## src/rtl/booth_mult_seq_if.sv

```systemverilog
// Operand/result handshake bundle for the sequential Booth multiplier.
interface booth_mult_seq_if #(
  parameter int W = 24
);
  logic           start;
  logic           signed_mode;
  logic [W-1:0]   x;
  logic [W-1:0]   y;
  logic           busy;
  logic           done;
  logic [2*W-1:0] result;

  modport master (
    output start, signed_mode, x, y,
    input  busy, done, result
  );

  modport slave (
    input  start, signed_mode, x, y,
    output busy, done, result
  );
endinterface

```

## src/rtl/booth_mult_seq.sv

```systemverilog
// Sequential radix-2 Booth multiplier, W x W -> 2W, signed or unsigned.
// Define BOOTH_EARLY_EXIT_EN to finish as soon as no add/sub remains.
module booth_mult_seq #(
  parameter int W = 24
) (
  input logic             clock,
  input logic             reset,
  booth_mult_seq_if.slave bus
);
  localparam int N  = W + 1;
  localparam int CW = $clog2(N + 1);
  localparam int RW = 2 * W;

  typedef enum logic {IDLE, RUN} state_t;

  state_t         state;
  logic [N-1:0]   br, ac, qr;
  logic           q_1;
  logic [CW-1:0]  cnt;
  logic           busy, done;
  logic [RW-1:0]  result;

  logic [N-1:0]          sum;
  logic signed [2*N:0]   cat;
  logic signed [2*N:0]   nxt;
  logic [RW-1:0]         fin;
  logic                  last;

  assign bus.busy   = busy;
  assign bus.done   = done;
  assign bus.result = result;

  // One extra bit lets a single signed datapath cover unsigned operands.
  function automatic logic [N-1:0] ext(
    input logic [W-1:0] v,
    input logic         s
  );
    return {s & v[W-1], v};
  endfunction

  always_comb begin
    unique case ({qr[0], q_1})
      2'b10:   sum = ac - br;
      2'b01:   sum = ac + br;
      default: sum = ac;
    endcase
  end

  assign cat = {sum, qr, q_1};
  assign nxt = cat >>> 1;

`ifdef BOOTH_EARLY_EXIT_EN
  logic [CW-1:0]         left;
  logic [N-1:0]          mask;
  logic [N-1:0]          nqr;
  logic                  nq1;
  logic signed [2*N-1:0] aq;

  assign left = cnt - CW'(1);
  assign nqr  = nxt[N:1];
  assign nq1  = nxt[0];
  assign mask = ~({N{1'b1}} << left);
  // Remaining pairs all equal: only sign-extending shifts are left.
  assign last = nq1 ? &(nqr | ~mask)
                    : ~|(nqr & mask);
  assign aq   = nxt[2*N:1];
  assign fin  = RW'($signed(aq) >>> left);
`else
  assign last = (cnt == CW'(1));
  assign fin  = nxt[RW:1];
`endif

  always_ff @(posedge clock or posedge reset) begin
    if (reset) begin
      state  <= IDLE;
      busy   <= 1'b0;
      done   <= 1'b0;
      result <= '0;
      br     <= '0;
      ac     <= '0;
      qr     <= '0;
      q_1    <= 1'b0;
      cnt    <= '0;
    end else begin
      done <= 1'b0;
      unique case (state)
        IDLE: begin
          if (bus.start) begin
            br    <= ext(bus.y, bus.signed_mode);
            qr    <= ext(bus.x, bus.signed_mode);
            ac    <= '0;
            q_1   <= 1'b0;
            cnt   <= CW'(N);
            busy  <= 1'b1;
            state <= RUN;
          end
        end
        RUN: begin
          ac  <= nxt[2*N:N+1];
          qr  <= nxt[N:1];
          q_1 <= nxt[0];
          cnt <= cnt - CW'(1);
          if (last) begin
            result <= fin;
            done   <= 1'b1;
            busy   <= 1'b0;
            state  <= IDLE;
          end
        end
      endcase
    end
  end
endmodule

```

## src/flat_wrapper.sv

```systemverilog
// flat-port wrapper written by rule: the top's interface ports become plain ports
module booth_mult_seq_flat 
#(
  parameter int W = 24
)
  (clock, reset, bus_start, bus_signed_mode, bus_x, bus_y, bus_busy, bus_done, bus_result);
  booth_mult_seq_if #(.W(W)) bus_i ();
  input logic clock;
  input logic reset;
  input wire logic [$bits(bus_i.start)-1:0] bus_start;
  input wire logic [$bits(bus_i.signed_mode)-1:0] bus_signed_mode;
  input wire logic [$bits(bus_i.x)-1:0] bus_x;
  input wire logic [$bits(bus_i.y)-1:0] bus_y;
  output wire logic [$bits(bus_i.busy)-1:0] bus_busy;
  output wire logic [$bits(bus_i.done)-1:0] bus_done;
  output wire logic [$bits(bus_i.result)-1:0] bus_result;
  assign bus_i.start = bus_start;
  assign bus_i.signed_mode = bus_signed_mode;
  assign bus_i.x = bus_x;
  assign bus_i.y = bus_y;
  assign bus_busy = bus_i.busy;
  assign bus_done = bus_i.done;
  assign bus_result = bus_i.result;
  booth_mult_seq #(.W(W)) u_core (.clock(clock), .reset(reset), .bus(bus_i));
endmodule
```

## config.mk

```make
export PLATFORM = sky130hd
export DESIGN_NAME = booth_mult_seq_flat
export DESIGN_NICKNAME = d
export VERILOG_FILES = /design/src/rtl/booth_mult_seq_if.sv /design/src/rtl/booth_mult_seq.sv /design/src/flat_wrapper.sv
export SDC_FILE = /design/constraint.sdc
export NUM_CORES = 1
export LEC_CHECK = 0
export BUFFER_PORTS_ARGS = -buffer_cell sky130_fd_sc_hd__buf_2
export CAP_MARGIN = 20
export CORE_UTILIZATION = 24
export CTS_CLUSTER_DIAMETER = 60
export DETAILED_ROUTE_END_ITERATION = 8
export GPL_TIMING_DRIVEN = 0
export SKIP_CTS_REPAIR_TIMING = 1
export SYNTH_ARGS = -nofsm -noshare
export SYNTH_HDL_FRONTEND = slang
export SYNTH_SLANG_ARGS = --single-unit
```

## constraint.sdc

```tcl
create_clock -name clock -period 4.76 [get_ports clock]
set_clock_uncertainty 0.15 [all_clocks]
set_input_delay 0.238 -clock clock [delete_from_list [all_inputs] [get_ports clock]]
set_output_delay 0.238 -clock clock [all_outputs]
set_load 0.05 [all_outputs]
```

==> results by group, run 1 <==
Outcome
  • Status: finished, violations left
  • Failing checks: hold timing

CTS
  • Clock Tree Buf Depth: 2
  • Clk sinks: 131
  • Clock transition at path regs: 0.06 ns
  • Clk Latency, worst-skew pair: 0.42 ns
  • H-tree depth: 4
  • CTS tree: built
  • Num CTS Buffers: 17
  • CTS root buf: clkbuf_16

STA
  • Max-slew violation count: 0
  • Period utilization: between 80 and 90%
  • Final setup viols: 0
  • Setup WS post-layout: 0.6836 ns
  • FMAX: 245.3 MHz
  • Final worst path period need: ~4.1 ns
  • Unrepaired setup endpoints after global routing: no
  • Min Hold Slack: -0.03145 ns
  • Worst slew margin: 49.46%
  • Final hold viol count: 12
  • Slew @ Worst Pin: 0.7553 ns

Placement
  • Pre-CTS setup slack: 0.6334 ns
  • DPL Wire Length: approximately 15000 µm
  • Buffers on Ports: between 100 and 150
  • Routability cong.: 0.8805

Global routing
  • Grt ovf: 0
  • Largest net degree at the start of global routing: around 90
  • Total track usage: 13.24%
  • Initial antenna violation count: 1
  • Vias in the first global route: around 5700
  • First-pass GRT wire length: 31330 µm

Critical path
  • CP arrival: approximately 4.2 ns
  • Critical path class: flop to flop
  • Crit Path Max Fanout: 5
  • Crit path capture type: flop
  • CP Launch Type: flop
  • CP Data Required Time: 4.92 ns
  • R2R depth: 14

Routing
  • DRT antenna net count: 0
  • Initial drt markers: roughly 380
  • First drt pass iteration count: 4
  • Routed len/inst: 15.01 µm
  • DRC viols: 0
  • Vias per inst: 4.463
  • Via count: 5900
  • Drt total wl: 19850 µm

Synth
  • Mean Syn Cell Area: 9.264 µm²
  • Main synth FF type: dfrtp_1
  • Share of the synthesized area in the top cell type: approximately 46%
  • Synth warn: 0
  • Area contributors post-synth: dfrtp_1 46%, nand2_1 9.0%, o21ai_0 5.3%
  • Post-synthesis sequential area ratio: 45.84%
  • Synthesized area: 0.007152 mm²
  • Unique masters post-synth: 55
  • Yosys top cell by area: dfrtp_1
  • Yosys reg bits: 131
  • Synthesized net count: 854
  • EDFF count, synth: 0
  • Syn Inst Count: 772
  • Async S/R FF share, synth: 100.0%

Final layout
  • Nets: 1008
  • Layout cell share with drive strength beyond 1: 17.80%
  • Fillers: 3101
  • Synth-to-layout area growth: 27.31%
  • # diodes: 0
  • FF/Latch Area: 0.003278 mm²
  • Final core area utilization: 31.38%
  • Multi-input logic area: 0.003659 mm²

Die
  • Core area: 0.02901 mm²
  • Std-Cell Rows: 62
  • Die area: 0.03049 mm²
  • Die Span X: 174.6 µm
  • I/O pin cnt: between 100 and 150
  • Die Y: 174.6 µm
  • Initial core utilization: roughly a quarter

Worst hold path
  • Min-Delay Path Class: input port to flop
  • Hold path depth: 3

Job
  • Max-cap violations: 0
state kept, by name (all words and copies together) (netlist names):
name and flops:
u_core.q_1 1, u_core.bus.result 48, u_core.bus.busy 1, u_core.br 25, u_core.bus.done 1, u_core.state 1, u_core.cnt 5, u_core.ac 24
u_core.qr 25
critical path: stages (launching register included):
cell,delay (ns)
dfrtp_1,0.44
nor3_2,0.28
nand2_1,0.14
nor4_1,0.25
nor2b_1,0.33
a21oi_1,0.13
xor2_1,0.17
ha_1,0.36
a211o_1,0.33
or3_1,0.37
o21a_2,0.24
a31oi_4,0.25
xor2_1,0.16
o21ai_1,0.11
mux2_2,0.28
cells by family (layout without fill, tap and decap cells):
group | after synthesis | in the layout | share of synthesized area, %
AND/OR/NAND/NOR | 272 | 272 | 16.69
adder cells (fa/ha/maj) | 30 | 30 | 5.353
AO/OA/AOI/OAI | 180 | 180 | 15.17
multiplexers | 58 | 58 | 8.555
buffers and inverters | 57 | 223 | 3.009
flip-flops | 131 | 131 | 45.84
XOR/XNOR | 44 | 44 | 5.388
metal layers:
metal	wire length, µm	vias up	track usage, %
met5	0	-	0
met3	864	9	3.351
li1	-	2985	-
met2	9048	134	21.00
met4	111	0	2.391
met1	9820	2772	18.28
synthesized netlist by cell type, types with 3 or more instances:
cell type / number
nor3_1: 12
nand4_1: 5
xor2_1: 24
nor4_1: 3
nand2_1: 172
a21o_1: 13
o21ai_1: 5
mux2i_1: 33
clkbuf_1: 28
xnor2_1: 20
nand3_1: 9
buf_1: 7
o21ai_0: 76
ha_1: 29
a22o_1: 8
inv_1: 19
nand2b_1: 7
a31oi_1: 15
mux2_2: 24
dfrtp_1: 131
or3_1: 4
a211oi_1: 5
and3_1: 11
a21oi_1: 38
nor2_1: 35
nor2b_1: 3
through the flow:
step,std cells,setup TNS [ns],cell area [µm²]
2_1_floorplan,772,0,7152
5_1_grt,1322,0,9105
4_1_cts,1289,0,8775
3_3_place_gp,1257,-121.65,8138
3_5_place_dp,1258,0,8170
6_report,1322,0,9105
worst paths after layout:
path / from / endpoint / slack [ns]
min: bus_x[14] / u_core.qr[14] / -0.03
max: u_core.br[2] / u_core.bus.result[40] / 0.68
max in group asynchronous: reset / u_core.br[9] / 3.44
max reg2reg: u_core.br[2] / u_core.bus.result[40] / 0.68
min reg2reg: u_core.bus.result[28] / u_core.bus.result[28] / 0.32
min in group asynchronous: reset / u_core.bus.result[17] / 0.22
placed cells by master (no fill, tap or decap), types with 7 or more instances in the layout:
master / Yosys / layout
mux2i_1: 33 / 33
a21o_1: 13 / 13
and3_1: 11 / 11
buf_1: 7 / 7
dfrtp_1: 131 / 131
mux2_2: 24 / 24
nor2_1: 35 / 35
dlygate4sd3_1: 0 / 33
clkbuf_16: 0 / 17
inv_1: 19 / 18
a31oi_1: 15 / 15
nor3_1: 12 / 12
o21ai_0: 76 / 76
nand2_1: 172 / 172
a21oi_1: 38 / 38
nand2b_1: 7 / 7
buf_2: 1 / 102
xor2_1: 24 / 24
ha_1: 29 / 29
clkbuf_1: 28 / 28
nand3_1: 9 / 9
a22o_1: 8 / 8
xnor2_1: 20 / 20
final cells by class:
class / count / share of cell area, %
Tap cell: 384 / 5.277
Inverter: 21 / 0.9207
Clock buffer: 17 / 4.672
Clock inverter: 14 / 1.965
Multi-Input combinational cell: 584 / 40.18
Sequential cell: 131 / 36.00
Timing Repair Buffer: 135 / 9.482
Buffer: 36 / 1.498
Power of run 1 is left out: the tool's default activity adds up to more than one toggle a clock period on the data nets, which glitch-free logic cannot reach.
==> run 2: changes to the inputs <==
- ABC_AREA: not set -> 1
==> run 2 against run 1 <==
Compared with the run above:
- the run now ends clean
- non-clock buffer count up 16
- global-route usage grew 1.7 points
- design area up 8.6%
- critical path depth increased by 5
==> results by group, run 2 <==
Final layout
  • Nets: 1311 (was 1008)
  • Commonest non-fill, non-tap cell in the layout: nand2_1 (unchanged)
  • Max reg flops: 48 (unchanged)
  • Synth-to-layout area growth: 28.75% (was 27.31%)
  • # diodes: 0 (unchanged)
  • Fillers: 3397 (was 3101)
  • Layout Cell Area excl Fill: 0.009891 mm² (was 0.009105 mm²)
  • Most frequent cells in the layout: 405 x nand2_1, 131 x dfrtp_1, 123 x inv_1 (was 172 x nand2_1, 131 x dfrtp_1, 102 x buf_2)
  • Largest registers: u_core.bus.result x48, u_core.br x25, u_core.qr x25 (unchanged)
  • Top reg by flops: u_core.bus.result (unchanged)
  • Layout cell share with drive strength beyond 1: 14.99% (was 17.80%)

Global routing
  • Largest net degree at the start of global routing: 69 (was 88)
  • GRT met3 Usage: 2.782% (was 3.351%)
  • Grt ovf: 0 (unchanged)
  • First-pass GRT wire length: 37960 µm (was 31330 µm)
  • Routing usage on met1: 19.13% (was 18.28%)
  • M2 GR Usage: 25.02% (was 21.00%)
  • Vias in the first global route: 7037 (was 5699)
  • Total track usage: 14.91% (was 13.24%)
  • Top Usage Layer GRT: met2 (unchanged)
  • Initial antenna violation count: 0 (was 1)

Critical path
  • CP Launch Type: flop (unchanged)
  • Buf/Inv on CP: 4 (was 0)
  • Cells along the critical path: inv_1 -> ha_1 -> clkbuf_2 -> clkinv_1 -> nand2_1 -> o21a_1 -> o21ai_0 -> xor2_1 -> ha_1 -> nand2_2 -> inv_1 -> a21oi_2 -> nor2_1 -> nor2_1 -> nand3b_1 -> nand3_1 -> nand2_1 -> nand2_1 -> nand2_1 (was nor3_2 -> nand2_1 -> nor4_1 -> nor2b_1 -> a21oi_1 -> xor2_1 -> ha_1 -> a211o_1 -> or3_1 -> o21a_2 -> a31oi_4 -> xor2_1 -> o21ai_1 -> mux2_2)
  • Largest stage delay on the critical path: 0.38 ns (was 0.44 ns)
  • Family with the most delay on the worst path: simple AND/OR/NAND/NOR gates (unchanged)
  • CP Data Required Time: 4.92 ns (about the same)
  • Crit Path Max Fanout: 10 (was 5)
  • Critical path class: flop to flop (unchanged)
  • Most frequent CP cell: nand2_1 (was xor2_1)
  • CP arrival: 3.67 ns (was 4.23 ns)
  • Crit path capture type: flop (unchanged)
  • Slowest cell on the critical path: ha_1 (was dfrtp_1)

Routing
  • Vias per inst: 4.433 (was 4.463)
  • Routed len/inst: 14.46 µm (was 15.01 µm)
  • DRT antenna net count: 0 (unchanged)
  • Drt total wl: 23750 µm (was 19850 µm)
  • First drt pass iteration count: 5 (was 4)
  • Via count: 7284 (was 5900)
  • Initial drt markers: 425 (was 376)
  • DRC viols: 0 (unchanged)

Synth
  • Post-synth top cells: 405 x nand2_1, 131 x dfrtp_1, 124 x inv_1 (was 172 x nand2_1, 131 x dfrtp_1, 76 x o21ai_0)
  • Yosys reg bits: 131 (unchanged)
  • EDFF count, synth: 0 (unchanged)
  • Synth warn: 0 (unchanged)
  • Area contributors post-synth: dfrtp_1 43%, nand2_1 20%, inv_1 6.1% (was dfrtp_1 46%, nand2_1 9.0%, o21ai_0 5.3%)
  • Unique masters post-synth: 42 (was 55)
  • Count leader, synth: nand2_1 (unchanged)
  • Mean Syn Cell Area: 7.268 µm² (was 9.264 µm²)
  • Synthesized area: 0.007682 mm² (was 0.007152 mm²)
  • Main synth FF type: dfrtp_1 (unchanged)
  • Share of the synthesized area in the top cell type: 42.67% (was 45.84%)
  • Post-synthesis sequential area ratio: 42.67% (was 45.84%)
  • Async S/R FF share, synth: 100.0% (unchanged)
  • Yosys top cell by area: dfrtp_1 (unchanged)
  • Synthesized net count: 1139 (was 854)
  • Syn Inst Count: 1057 (was 772)

STA
  • Period utilization: 73.61% (was 85.64%)
  • Final setup viols: 0 (unchanged)
  • Worst slew margin: 45.13% (was 49.46%)
  • Final worst path period need: 3.504 ns (was 4.076 ns)
  • Slew @ Worst Pin: 0.8231 ns (was 0.7553 ns)
  • Setup WS post-layout: 1.256 ns (was 0.6836 ns)
  • Max-slew violation count: 0 (unchanged)
  • FMAX: 285.4 MHz (was 245.3 MHz)
  • Final hold viol count: 0 (was 12)
  • TNS Setup: 0 ns (unchanged)
  • Unrepaired setup endpoints after global routing: no (unchanged)

CTS
  • Clk sinks: 131 (unchanged)
  • CTS root buf: clkbuf_16 (unchanged)
  • H-tree depth: 4 (unchanged)
  • CTS tree: built (unchanged)
  • Clock Tree Buf Depth: 2 (unchanged)
  • Num CTS Buffers: 17 (unchanged)
  • Clk Latency, worst-skew pair: 0.42 ns (about the same)
  • Clock transition at path regs: 0.06 ns (about the same)

Die
  • Die Span X: 180.9 µm (was 174.6 µm)
  • Die area: 0.03273 mm² (was 0.03049 mm²)
  • Initial core utilization: 24.35% (was 24.65%)
  • I/O pin cnt: 102 (unchanged)
  • Std-Cell Rows: 65 (was 62)
  • Core area: 0.03156 mm² (was 0.02901 mm²)
  • Die Y: 180.9 µm (was 174.6 µm)

Placement
  • Buffers on Ports: 101 (unchanged)
  • Routability cong.: 0.8903 (was 0.8805)
  • Pre-CTS setup slack: 1.263 ns (was 0.6334 ns)
  • DPL Wire Length: 18420 µm (was 15070 µm)
  • Area post-placement: 0.008723 mm² (was 0.008170 mm²)

Outcome
  • Status: complete, no violations (was finished, violations left)

Worst hold path
  • Min-Delay Path Class: input port to flop (unchanged)

Job
  • Max-cap violations: 0 (unchanged)
[run 2: changes by cell type in the layout (fill, tap and decap cells not counted), sizes merged, moves of 10 or more]
cell / delta
inv: +104
dlygate4sd3: +18
and3: -10
a21o: -12
a21oi: -22
nand3: +63
mux2i: -31
nor3: -10
a31oi: -13
nand2: +241
xnor2: -18
mux2: -25
nor2: +33
[run 2: worst paths after layout]
check                                 startpoint               endpoint  slack (ns)  depth (start not counted)
max                                 u_core.qr[0]          u_core.ac[15]        1.26                         19
min                                    bus_start           u_core.ac[8]        0.03                          4
max reg2reg                         u_core.qr[0]          u_core.ac[15]        1.26                         19
min reg2reg                u_core.bus.result[24]  u_core.bus.result[24]        0.32                          2
max in group asynchronous                  reset  u_core.bus.result[42]        3.37                          4
min in group asynchronous                  reset  u_core.bus.result[25]        0.32                          3
[run 2: tightest hold or removal path: stages]
cell and delay [ns]:
buf_2 0.11, nor2_4 0.09, nand2_1 0.07, o21ai_1 0.05
[run 2: cell families after synthesis]
logic type                 share of synthesized area (%)
and+or+nand+nor                                    31.81
buffers and inverters                              8.436
DFF                                                42.67
AOI/OAI and AO/OA                                  8.990
adders and majority gates                          4.984
xor gates and xnor gates                           2.850
muxes                                             0.2606
[run 2: cell type report]
cell class | instances | area [µm²] | share of cell area [%]
multi-input cells | 762 | 3756 | 37.98
flip-flops and latches | 131 | 3278 | 33.14
repair buffers | 153 | 1044 | 10.55
clock inverters | 12 | 203.9 | 2.062
plain buffers | 34 | 160.2 | 1.619
well taps | 402 | 503.0 | 5.085
clock buffers | 19 | 452.9 | 4.579
inverters | 130 | 493.0 | 4.984
[run 2: routing by layer]
metal / wire length (µm) / part of all wire, %
met5: 0 / 0
met2: 11280 / 47
met4: 482 / 2.0
met3: 1025 / 4.3
met1: 10970 / 46
[run 2: stage by stage]
stage                     util (%)  hold WS (ns)  instances
final                        31.34       0.03269       1643
after global routing         31.34       0.05343       1643
after CTS                    29.73       -0.2165       1592
after detailed placement     27.64        0.2372       1561
after global placement       27.54        0.2936       1560
after floorplan                  -        0.2047       1057
Power of run 2 is left out for the same reason.
==> run 3: changes to the inputs <==
- clock period: 4.76 -> 3.3 ns (I/O delays scaled with it)
==> run 3 against run 2 <==
Compared with the run above:
- sequential cell count stayed put
- register-to-register slack worse by 1.1 ns
- setup slack got worse by 1.1 ns
- via count is 1.2% higher
- design area rose by 2.0%
- count of clock-buffer cells in the layout stayed put
- routed wire length up 1.7%
==> results by group, run 3 (synthesis results as in run 2) <==
Critical path
  • Cells along the critical path: inv_2 -> ha_1 -> buf_6 -> clkinvlp_4 -> buf_6 -> nand2_2 -> o21ai_0 -> xor2_1 -> ha_1 -> nand2_1 -> inv_2 -> nand2_1 -> nand2_1 -> a21oi_2 -> nand3_1 -> nand2_1 -> nand3_1 -> nand3_1 -> nand2_1 (was inv_1 -> ha_1 -> clkbuf_2 -> clkinv_1 -> nand2_1 -> o21a_1 -> o21ai_0 -> xor2_1 -> ha_1 -> nand2_2 -> inv_1 -> a21oi_2 -> nor2_1 -> nor2_1 -> nand3b_1 -> nand3_1 -> nand2_1 -> nand2_1 -> nand2_1)
  • Family with the most delay on the worst path: simple AND/OR/NAND/NOR gates (unchanged)
  • Crit path capture type: flop (unchanged)
  • CP arrival: 3.27 ns (was 3.67 ns)
  • R2R depth: 19 (unchanged)
  • Largest stage delay on the critical path: 0.38 ns (about the same)
  • CP Data Required Time: 3.46 ns (was 4.92 ns)
  • CP Launch Type: flop (unchanged)
  • Most frequent CP cell: nand2_1 (unchanged)
  • Buf/Inv on CP: 5 (was 4)
  • Worst reg-to-reg setup slack: 0.19 ns (was 1.26 ns)
  • Critical path class: flop to flop (unchanged)
  • Slowest cell on the critical path: dfrtp_1 (was ha_1)
  • Crit Path Max Fanout: 7 (was 10)
  • Critical path origin: u_core.qr[0] (unchanged)
  • Reg-to-reg endpoint: u_core.ac[19] (was u_core.ac[15])
  • R2R Path Start: u_core.qr[0] (unchanged)

CTS
  • Clk sinks: 131 (unchanged)
  • Num CTS Buffers: 17 (unchanged)
  • CTS tree: built (unchanged)
  • CTS root buf: clkbuf_16 (unchanged)
  • H-tree depth: 4 (unchanged)
  • Clock transition at path regs: 0.07 ns (was 0.06 ns)
  • Clk Latency, worst-skew pair: 0.42 ns (about the same)
  • Clock Tree Buf Depth: 2 (unchanged)

Final layout
  • Max reg flops: 48 (unchanged)
  • Layout cell share with drive strength beyond 1: 18.26% (was 14.99%)
  • Nets: 1324 (was 1311)
  • Commonest non-fill, non-tap cell in the layout: nand2_1 (unchanged)
  • Most frequent cells in the layout: 397 x nand2_1, 131 x dfrtp_1, 118 x inv_1 (was 405 x nand2_1, 131 x dfrtp_1, 123 x inv_1)
  • Fillers: 3367 (was 3397)
  • Largest registers: u_core.bus.result x48, u_core.br x25, u_core.qr x25 (unchanged)
  • Layout Cell Area excl Fill: 0.01009 mm² (was 0.009891 mm²)
  • Top reg by flops: u_core.bus.result (unchanged)
  • # diodes: 0 (unchanged)
  • Synth-to-layout area growth: 31.35% (was 28.75%)
  • Final core area utilization: 31.98% (was 31.34%)

Global routing
  • Initial antenna violation count: 0 (unchanged)
  • Vias in the first global route: 6975 (was 7037)
  • Grt ovf: 0 (unchanged)
  • First-pass GRT wire length: 37590 µm (was 37960 µm)
  • Total track usage: 14.77% (was 14.91%)
  • Largest net degree at the start of global routing: 42 (was 69)

Placement
  • Pre-CTS setup slack: -0.2498 ns (was 1.263 ns)
  • Area post-placement: 0.008755 mm² (was 0.008723 mm²)
  • Routability cong.: 0.8946 (was 0.8903)
  • Buffers on Ports: 101 (unchanged)
  • DPL Wire Length: 18580 µm (was 18420 µm)

STA
  • Slew @ Worst Pin: 0.8314 ns (was 0.8231 ns)
  • FMAX: 321.4 MHz (was 285.4 MHz)
  • Final hold viol count: 0 (unchanged)
  • Final worst path period need: 3.111 ns (was 3.504 ns)
  • Max-slew violation count: 0 (unchanged)
  • Period utilization: 94.28% (was 73.61%)
  • Final setup viols: 0 (unchanged)
  • Worst slew margin: 44.57% (was 45.13%)
  • Min Hold Slack: 0.1103 ns (was 0.03269 ns)
  • Setup WS post-layout: 0.1889 ns (was 1.256 ns)

Routing
  • Routed len/inst: 14.58 µm (was 14.46 µm)
  • Met2 WL: 11600 µm (was 11280 µm)
  • WL met1: 10920 µm (was 10970 µm)
  • DRC viols: 0 (unchanged)
  • First drt pass iteration count: 4 (was 5)
  • Via count: 7373 (was 7284)
  • Met3 routed WL: 1109 µm (was 1025 µm)
  • Drt total wl: 24150 µm (was 23750 µm)
  • Vias per inst: 4.452 (was 4.433)
  • Highest routed layer: met4 (unchanged)
  • Initial drt markers: 295 (was 425)
  • DRT antenna net count: 0 (unchanged)

Die
  • Initial core utilization: 24.35% (unchanged)
  • Die area: 0.03273 mm² (unchanged)
  • Die Span X: 180.9 µm (unchanged)
  • Core area: 0.03156 mm² (unchanged)
  • I/O pin cnt: 102 (unchanged)
  • Die Y: 180.9 µm (unchanged)
  • Std-Cell Rows: 65 (unchanged)

Outcome
  • Status: complete, no violations (unchanged)

Job
  • Max-cap violations: 0 (unchanged)

Worst hold path
  • Min-Delay Path Class: input port to async pin (was input port to flop)
[run 3: cell types whose count changed in the layout (fill, tap and decap cells not counted), moves of 4 or more]
| cell | delta |
|---|---|
| a21oi_1 | -5 |
| nand2_1 | -8 |
| inv_2 | +5 |
| nand2_2 | +7 |
| a21oi_2 | +4 |
| inv_1 | -5 |
| buf_4 | +7 |
| nand3_1 | -8 |
| nand3_2 | +7 |
[run 3: how the worst max path moves through the flow]
stage                     cells past startpoint               endpoint
after detailed placement                     19  u_core.bus.result[40]
after global routing                         22          u_core.ac[22]
final                                        19          u_core.ac[19]
after floorplan                              19  u_core.bus.result[40]
after global placement                       19  u_core.bus.result[40]
after CTS                                    19  u_core.bus.result[40]
[run 3: layout make-up]
class                           instances  area [µm²]  area share [%]
Multi-Input combinational cell        762        3890           38.55
Clock buffer                           19       452.9           4.489
Buffer                                 34       170.2           1.686
Clock inverter                         12       131.4           1.302
Sequential cell                       131        3278           32.49
Inverter                              130       495.5           4.910
Tap cell                              402       503.0           4.985
Timing Repair Buffer                  166        1170           11.59
[run 3: worst min-delay path, delay by kind of cell]
family                 cells  cell delay, ns
buffers and inverters      3            0.91
[run 3: routing by layer]
metal / up-vias / track usage [%]
met5: - / 0
met4: 0 / 4.650
met3: 28 / 3.104
met2: 188 / 24.34
met1: 3433 / 19.25
li1: 3724 / -
[run 3: stage by stage]
stage	instances	setup TNS [ns]
after CTS	1594	-3.143
after global routing	1656	-0.02347
after global placement	1560	-1.882
after floorplan	1057	0
final	1656	0
after detailed placement	1563	-2.597
Power of run 3 is left out for the same reason.
